`config.mk`:
```
export PLATFORM = sky130hd
export DESIGN_NAME = alu_op_sequencer
export DESIGN_NICKNAME = d
export VERILOG_FILES = /design/src/rtl/cpu_defs_pkg.sv /design/src/rtl/reg_file.sv /design/src/rtl/alu_op_sequencer.sv
export SDC_FILE = /design/constraint.sdc
export NUM_CORES = 1
export LEC_CHECK = 0
export ABC_AREA = 0
export CORE_ASPECT_RATIO = 2
export CORE_MARGIN = 8
export CORE_UTILIZATION = 40
export CTS_CLUSTER_SIZE = 40
export DETAILED_ROUTE_END_ITERATION = 10
export DONT_BUFFER_PORTS = 1
export GPL_ROUTABILITY_DRIVEN = 1
export HOLD_SLACK_MARGIN = 0.08
export SYNTH_ARGS = -nofsm -noshare
export SYNTH_HDL_FRONTEND = slang
export SYNTH_SLANG_ARGS = --single-unit
```
`constraint.sdc`:
```
create_clock -name CLK -period 6 [get_ports CLK]
set_input_delay 1.2 -clock CLK [delete_from_list [all_inputs] [get_ports CLK]]
set_output_delay 1.2 -clock CLK [all_outputs]
set_load 0.01 [all_outputs]
```
`src/rtl/cpu_defs_pkg.sv`:
```
// Shared definitions for the ALU operand sequencer: widths, opcodes,
// ALU select codes, instruction field positions and FSM states.
package cpu_defs_pkg;

  localparam int unsigned DATA_W   = 8;
  localparam int unsigned REG_AW   = 3;
  localparam int unsigned NUM_REGS = 8;
  localparam int unsigned INSTR_W  = 32;
  localparam int unsigned FIELD_W  = 8;
  localparam int unsigned SEL_W    = 3;
  localparam int unsigned CNT_W    = 3;

  // Instruction field LSB positions
  localparam int unsigned OPC_LSB  = 24;
  localparam int unsigned DST_LSB  = 16;
  localparam int unsigned SRC1_LSB = 8;
  localparam int unsigned SRC2_LSB = 0;

  localparam logic [FIELD_W-1:0] OP_LOADI = 8'h00;
  localparam logic [FIELD_W-1:0] OP_MOV   = 8'h01;
  localparam logic [FIELD_W-1:0] OP_ADD   = 8'h02;
  localparam logic [FIELD_W-1:0] OP_SUB   = 8'h03;
  localparam logic [FIELD_W-1:0] OP_AND   = 8'h04;
  localparam logic [FIELD_W-1:0] OP_OR    = 8'h05;

  localparam logic [SEL_W-1:0] SEL_FWD = 3'b000;
  localparam logic [SEL_W-1:0] SEL_ADD = 3'b001;
  localparam logic [SEL_W-1:0] SEL_AND = 3'b010;
  localparam logic [SEL_W-1:0] SEL_OR  = 3'b011;

  typedef enum logic [1:0] {IDLE, EXEC, WB} state_e;

  // Two's-complement negate, modulo 2^DATA_W
  function automatic logic [DATA_W-1:0] negate(input logic [DATA_W-1:0] v);
    return DATA_W'(~v + DATA_W'(1));
  endfunction

endpackage

```
`src/rtl/reg_file.sv`:
```
// 8x8 register file: two combinational read ports, one synchronous write
// port, synchronous active-low clear.
module reg_file
  import cpu_defs_pkg::*;
(
  input  logic              clk_i,
  input  logic              rst_n_i,
  input  logic [REG_AW-1:0] raddr1_i,
  input  logic [REG_AW-1:0] raddr2_i,
  output logic [DATA_W-1:0] rdata1_o,
  output logic [DATA_W-1:0] rdata2_o,
  input  logic              we_i,
  input  logic [REG_AW-1:0] waddr_i,
  input  logic [DATA_W-1:0] wdata_i
);

  logic [DATA_W-1:0] mem_q [NUM_REGS];

  // Clear on reset, otherwise write one register when enabled
  always_ff @(posedge clk_i) begin
    if (!rst_n_i) begin
      for (int i = 0; i < int'(NUM_REGS); i++) begin
        mem_q[i] <= '0;
      end
    end else if (we_i) begin
      mem_q[waddr_i] <= wdata_i;
    end
  end

  assign rdata1_o = mem_q[raddr1_i];
  assign rdata2_o = mem_q[raddr2_i];

endmodule

```
`src/rtl/alu_op_sequencer.sv`:
```
// Operand-side partner of the 8-bit ALU: accepts one instruction, drives
// the ALU operands for the op latency, then writes RESULT back.
module alu_op_sequencer
  import cpu_defs_pkg::*;
#(
  parameter int unsigned ADD_LAT   = 2,
  parameter int unsigned LOGIC_LAT = 1
) (
  input  logic               CLK,
  input  logic               RESET,
  input  logic [INSTR_W-1:0] INSTR,
  input  logic               INSTR_VALID,
  output logic               INSTR_READY,
  input  logic [DATA_W-1:0]  RESULT,
  output logic [DATA_W-1:0]  DATA1,
  output logic [DATA_W-1:0]  DATA2,
  output logic [SEL_W-1:0]   SELECT,
  output logic               WB_VALID,
  output logic [REG_AW-1:0]  WB_ADDR,
  output logic [DATA_W-1:0]  WB_DATA,
  output logic               ILLEGAL,
  output logic               BUSY
);

  localparam logic [CNT_W-1:0] ADD_CNT   = CNT_W'(ADD_LAT);
  localparam logic [CNT_W-1:0] LOGIC_CNT = CNT_W'(LOGIC_LAT);

  state_e             state_q;
  logic [CNT_W-1:0]   cnt_q;
  logic [DATA_W-1:0]  data1_q, data2_q;
  logic [SEL_W-1:0]   sel_q;
  logic [REG_AW-1:0]  dest_q;
  logic               wb_valid_q, illegal_q;
  logic [REG_AW-1:0]  wb_addr_q;
  logic [DATA_W-1:0]  wb_data_q;

  logic [FIELD_W-1:0] opcode_c, imm_c;
  logic [REG_AW-1:0]  dst_c, src1_c, src2_c;
  logic [DATA_W-1:0]  rd1_c, rd2_c;
  logic               we_c;

  logic               legal_c;
  logic [SEL_W-1:0]   sel_c;
  logic [DATA_W-1:0]  d1_c, d2_c;
  logic [CNT_W-1:0]   lat_c;

  logic               unused_instr_bits;

  assign opcode_c = INSTR[OPC_LSB +: FIELD_W];
  assign imm_c    = INSTR[SRC2_LSB +: FIELD_W];
  assign dst_c    = INSTR[DST_LSB +: REG_AW];
  assign src1_c   = INSTR[SRC1_LSB +: REG_AW];
  assign src2_c   = INSTR[SRC2_LSB +: REG_AW];
  assign unused_instr_bits = ^{INSTR[23:19], INSTR[15:11]};

  assign we_c = (state_q == WB);

  reg_file u_reg_file (
    .clk_i    (CLK),
    .rst_n_i  (RESET),
    .raddr1_i (src1_c),
    .raddr2_i (src2_c),
    .rdata1_o (rd1_c),
    .rdata2_o (rd2_c),
    .we_i     (we_c),
    .waddr_i  (dest_q),
    .wdata_i  (RESULT)
  );

  // Decode the presented instruction into ALU operands, select and latency
  always_comb begin
    legal_c = 1'b1;
    sel_c   = SEL_FWD;
    d1_c    = '0;
    d2_c    = rd2_c;
    lat_c   = LOGIC_CNT;
    case (opcode_c)
      OP_LOADI: d2_c = imm_c;
      OP_MOV:   d2_c = rd2_c;
      OP_ADD: begin sel_c = SEL_ADD; d1_c = rd1_c; lat_c = ADD_CNT; end
      OP_SUB: begin sel_c = SEL_ADD; d1_c = rd1_c; d2_c = negate(rd2_c); lat_c = ADD_CNT; end
      OP_AND: begin sel_c = SEL_AND; d1_c = rd1_c; end
      OP_OR:  begin sel_c = SEL_OR;  d1_c = rd1_c; end
      default: legal_c = 1'b0;
    endcase
  end

  // Sequencer FSM: accept in IDLE, count out the latency in EXEC, write back in WB
  always_ff @(posedge CLK) begin
    if (!RESET) begin
      state_q    <= IDLE;
      cnt_q      <= '0;
      data1_q    <= '0;
      data2_q    <= '0;
      sel_q      <= SEL_FWD;
      dest_q     <= '0;
      wb_valid_q <= 1'b0;
      wb_addr_q  <= '0;
      wb_data_q  <= '0;
      illegal_q  <= 1'b0;
    end else begin
      wb_valid_q <= 1'b0;
      illegal_q  <= 1'b0;
      case (state_q)
        IDLE: begin
          if (INSTR_VALID) begin
            if (legal_c) begin
              data1_q <= d1_c;
              data2_q <= d2_c;
              sel_q   <= sel_c;
              dest_q  <= dst_c;
              cnt_q   <= lat_c;
              state_q <= EXEC;
            end else begin
              illegal_q <= 1'b1;
            end
          end
        end
        EXEC: begin
          if (cnt_q == CNT_W'(1)) begin
            cnt_q   <= '0;
            state_q <= WB;
          end else begin
            cnt_q <= cnt_q - CNT_W'(1);
          end
        end
        WB: begin
          wb_valid_q <= 1'b1;
          wb_addr_q  <= dest_q;
          wb_data_q  <= RESULT;
          state_q    <= IDLE;
        end
        default: state_q <= IDLE;
      endcase
    end
  end

  // Latency parameters must be non-zero and fit the counter
  always_ff @(posedge CLK) begin
    assert (ADD_LAT >= 1 && ADD_LAT <= 7 && LOGIC_LAT >= 1 && LOGIC_LAT <= 7)
      else $error("alu_op_sequencer: latency parameter outside 1..7");
  end

  assign INSTR_READY = (state_q == IDLE) && RESET;
  assign BUSY        = (state_q != IDLE);
  assign DATA1       = data1_q;
  assign DATA2       = data2_q;
  assign SELECT      = sel_q;
  assign WB_VALID    = wb_valid_q;
  assign WB_ADDR     = wb_addr_q;
  assign WB_DATA     = wb_data_q;
  assign ILLEGAL     = illegal_q;

endmodule

```
==> flow_summary.ini <==
[timing]
setup_violations = 0
rsz0062_at_grt = no
clock_skew_ps = 10.5
finalHoldViolCount = 0
worstMarginPinSlew_ps = 1180
fmax_mhz = 331
fin_crit_sh_pct = 50.4
fin_crit_ps = 3020
report.final.slew_viol_count = 0
setup_slack_ps = 2980
slew-limit-headroom_pct = 20.5
fin_tns_setup_ps = 0

[detailed_routing]
drt_iter0_markers = 227
wl_per_cell_microns = 21.2
via_per_inst = 5.70
postRouteAntennaNets = 0
routed_wl_microns = 12800
first_pass_iters = 4
drcViolationCount = 0
vias = 3439

[synth]
yosysWarnings = 0
synth_nets = 498
ys_types = 54
synthArstFlopShare_pct = 0
syn-cell-area_sq_um = 5400
ys_seq_elements = 103
synthCells = 452
avgSynthCellArea_sq_um = 11.9
synth_enable_flop_cells = 64
seq_area_frac_synth_pct = 50.1
synth-main-ff-cell = edfxtp_1

[finish]
multi_input_area_sq_um = 2530
regArea_sq_um = 2700
finalNonFillerCells = 603
fillers = 1211
diodes = 0
syn_to_final_growth_pct = 7.56
drive_gt1_share_pct = 13.6
nNetsFinal = 489

[clock_network]
root_buffer = clkbuf_16
cts_tree = done
h-tree-depth = 3
clk_latency_ps = 350
cts-resized-gates = 0
cts.sinks = 103
cts_buffers = 9
postCtsSetupBuffers = 0
path_clk_slew_ps = 70
hold_buffers = 0
clock_path_buffers = 2

[floorplan]
die_h_microns = 180
fp-row-count = 60
start_util_pct = 40.6
core_sq_um = 13300
ioPinCount = 77
die_x_microns = 98.1
dieArea_sq_um = 17700

[critical_path]
crit_type = flop to flop
rr_worst_depth = 4
cp-start-kind = flop
worst-path-buf-inv = 0
crit_chain = nor2b_1 -> and2_1 -> nand2b_1 -> o21ai_0
cpPeakStageDelay_ps = 960
rrSetupSlack_ps = 2980
crit_path_end_kind = flop
reg2reg_from = state_q[1]
cp-endpoint = u_reg_file.mem_q[6][0]
slowest_stage = o21ai_0
startpoint = state_q[1]
r2r_end = u_reg_file.mem_q[6][0]
arrival_ps = 2990
worstPathMaxFanout = 12
required_ps = 5970
critical_path.top_delay_family = simple AND/OR/NAND/NOR gates
cp.depth = 4

[power]
power.leakage_nw = 2.03
p_per_area_nw_per_um2 = 252
vdd_ir_drop_max_v = 0.000152
power_mw = 1.46

[place]
portBuffers = 0
dp.cells = 587
dpl_worst_slack_ps = 2710
finalWeightedCongestion = 0.820
hpwl_microns = 9430

[run_status]
status = completed

[global_route]
track_usage_pct = 14.8
global_route.overflow_total = 0
antenna_found_initial = 0
grt_pass1_wl_microns = 20200
grt_max_degree = 50
grt_pass1_vias = 3433

[hold_path]
min_path_type = flop to flop

[job]
maxCapViolCount = 0
-- metal layers --
metal	global-route usage, %	up-vias	part of all wire (%)	wire (microns)
met1	17.8	1666	42	5390
met5	0	-	0	0
li1	-	1665	-	-
met3	3.79	10	5.9	747
met4	4.95	0	1.0	131
met2	24.9	98	51	6490
-- cells in the mapped netlist (4+ instances only) --
library cell / n / share of area [%]
and2_1: 74 / 8.6
edfxtp_1: 64 / 36
dfxtp_1: 39 / 14
nand2_1: 38 / 2.6
mux4_2: 31 / 13
o21ai_0: 21 / 1.9
nor2_1: 19 / 1.3
clkbuf_1: 16 / 1.1
mux2i_1: 13 / 2.4
a21boi_0: 11 / 1.5
a21oi_1: 9 / 0.83
inv_1: 9 / 0.63
nand3_1: 9 / 0.83
o2bb2ai_1: 8 / 1.3
nand2b_1: 7 / 0.81
nor3_1: 7 / 0.65
a21boi_1: 6 / 0.83
and3_1: 5 / 0.58
o21ai_1: 5 / 0.46
nand4_1: 4 / 0.46
o21a_1: 4 / 0.56
-- worst min-delay path by stage --
stage | start | endpoint | depth (start not counted)
floorplan | cnt_q[2] | state_q[1] | 1
global placement | cnt_q[2] | state_q[1] | 1
detailed placement | cnt_q[2] | state_q[1] | 1
CTS | cnt_q[2] | state_q[1] | 1
global route | cnt_q[2] | state_q[1] | 1
finish | cnt_q[2] | state_q[1] | 1
-- cell usage in the layout (no fill, tap or decap), drive strengths merged, types with 2 or more instances in the layout --
master,n
a21boi,17
a21oi,9
a311oi,2
a31o,2
and2,74
and3,5
and4,2
buf,5
clkbuf,10
clkinv,2
dfxtp,39
edfxtp,64
ha,3
inv,13
mux2i,18
mux4,32
nand2,38
nand2b,7
nand3,9
nand4,5
nor2,19
nor2b,2
nor3,7
nor4,2
o2111ai,3
o21a,4
o21ai,26
o2bb2ai,8
o311a,2
o31ai,3
or2,2
-- worst register-to-register path, cell delays in order, from the launching register on --
cell,delay (ps)
dfxtp_1,530
nor2b_1,710
and2_1,270
nand2b_1,160
o21ai_0,960
-- registers in the layout, indices dropped and copies added, names as in the netlist --
signal            cells
dest_q                3
u_reg_file.mem_q     64
ILLEGAL               1
state_q               2
SELECT                2
DATA1                 8
WB_VALID              1
WB_DATA               8
WB_ADDR               3
DATA2                 8
cnt_q                 3
-- kinds of logic after synthesis --
group           share of synthesized area [%]
fa+ha+maj                               0.695
other cells                            0.0695
buf+inv                                  2.99
xor+xnor                                0.162
simple gates                             18.3
mux                                      17.6
compound gates                           10.2
flops                                    50.1
-- through the flow --
stage / hold slack, ps / util, % / cell area (sq um)
final: 443 / 43.7 / 5810
after global routing: 477 / 43.7 / 5810
after CTS: 445 / 43.7 / 5810
after detailed placement: 437 / 41.4 / 5510
after global placement: 433 / 41.4 / 5510
after floorplan: 420 / - / 5400
-- where the power goes --
group,internal [mW],switching [mW],leakage (nW)
clock network,0.303,0.283,0.144
registers,0.766,0.0109,0.975
logic,0.0523,0.0474,0.913
-- area by class of cell --
class                   count  area share, %
multi-input cells         314           43.6
inverters                  10          0.647
repair buffers              5          0.647
clock inverters             6           1.06
clock buffers              10           4.12
flip-flops and latches    103           46.6
well taps                 155           3.34
(Power assumes the default switching activity.)
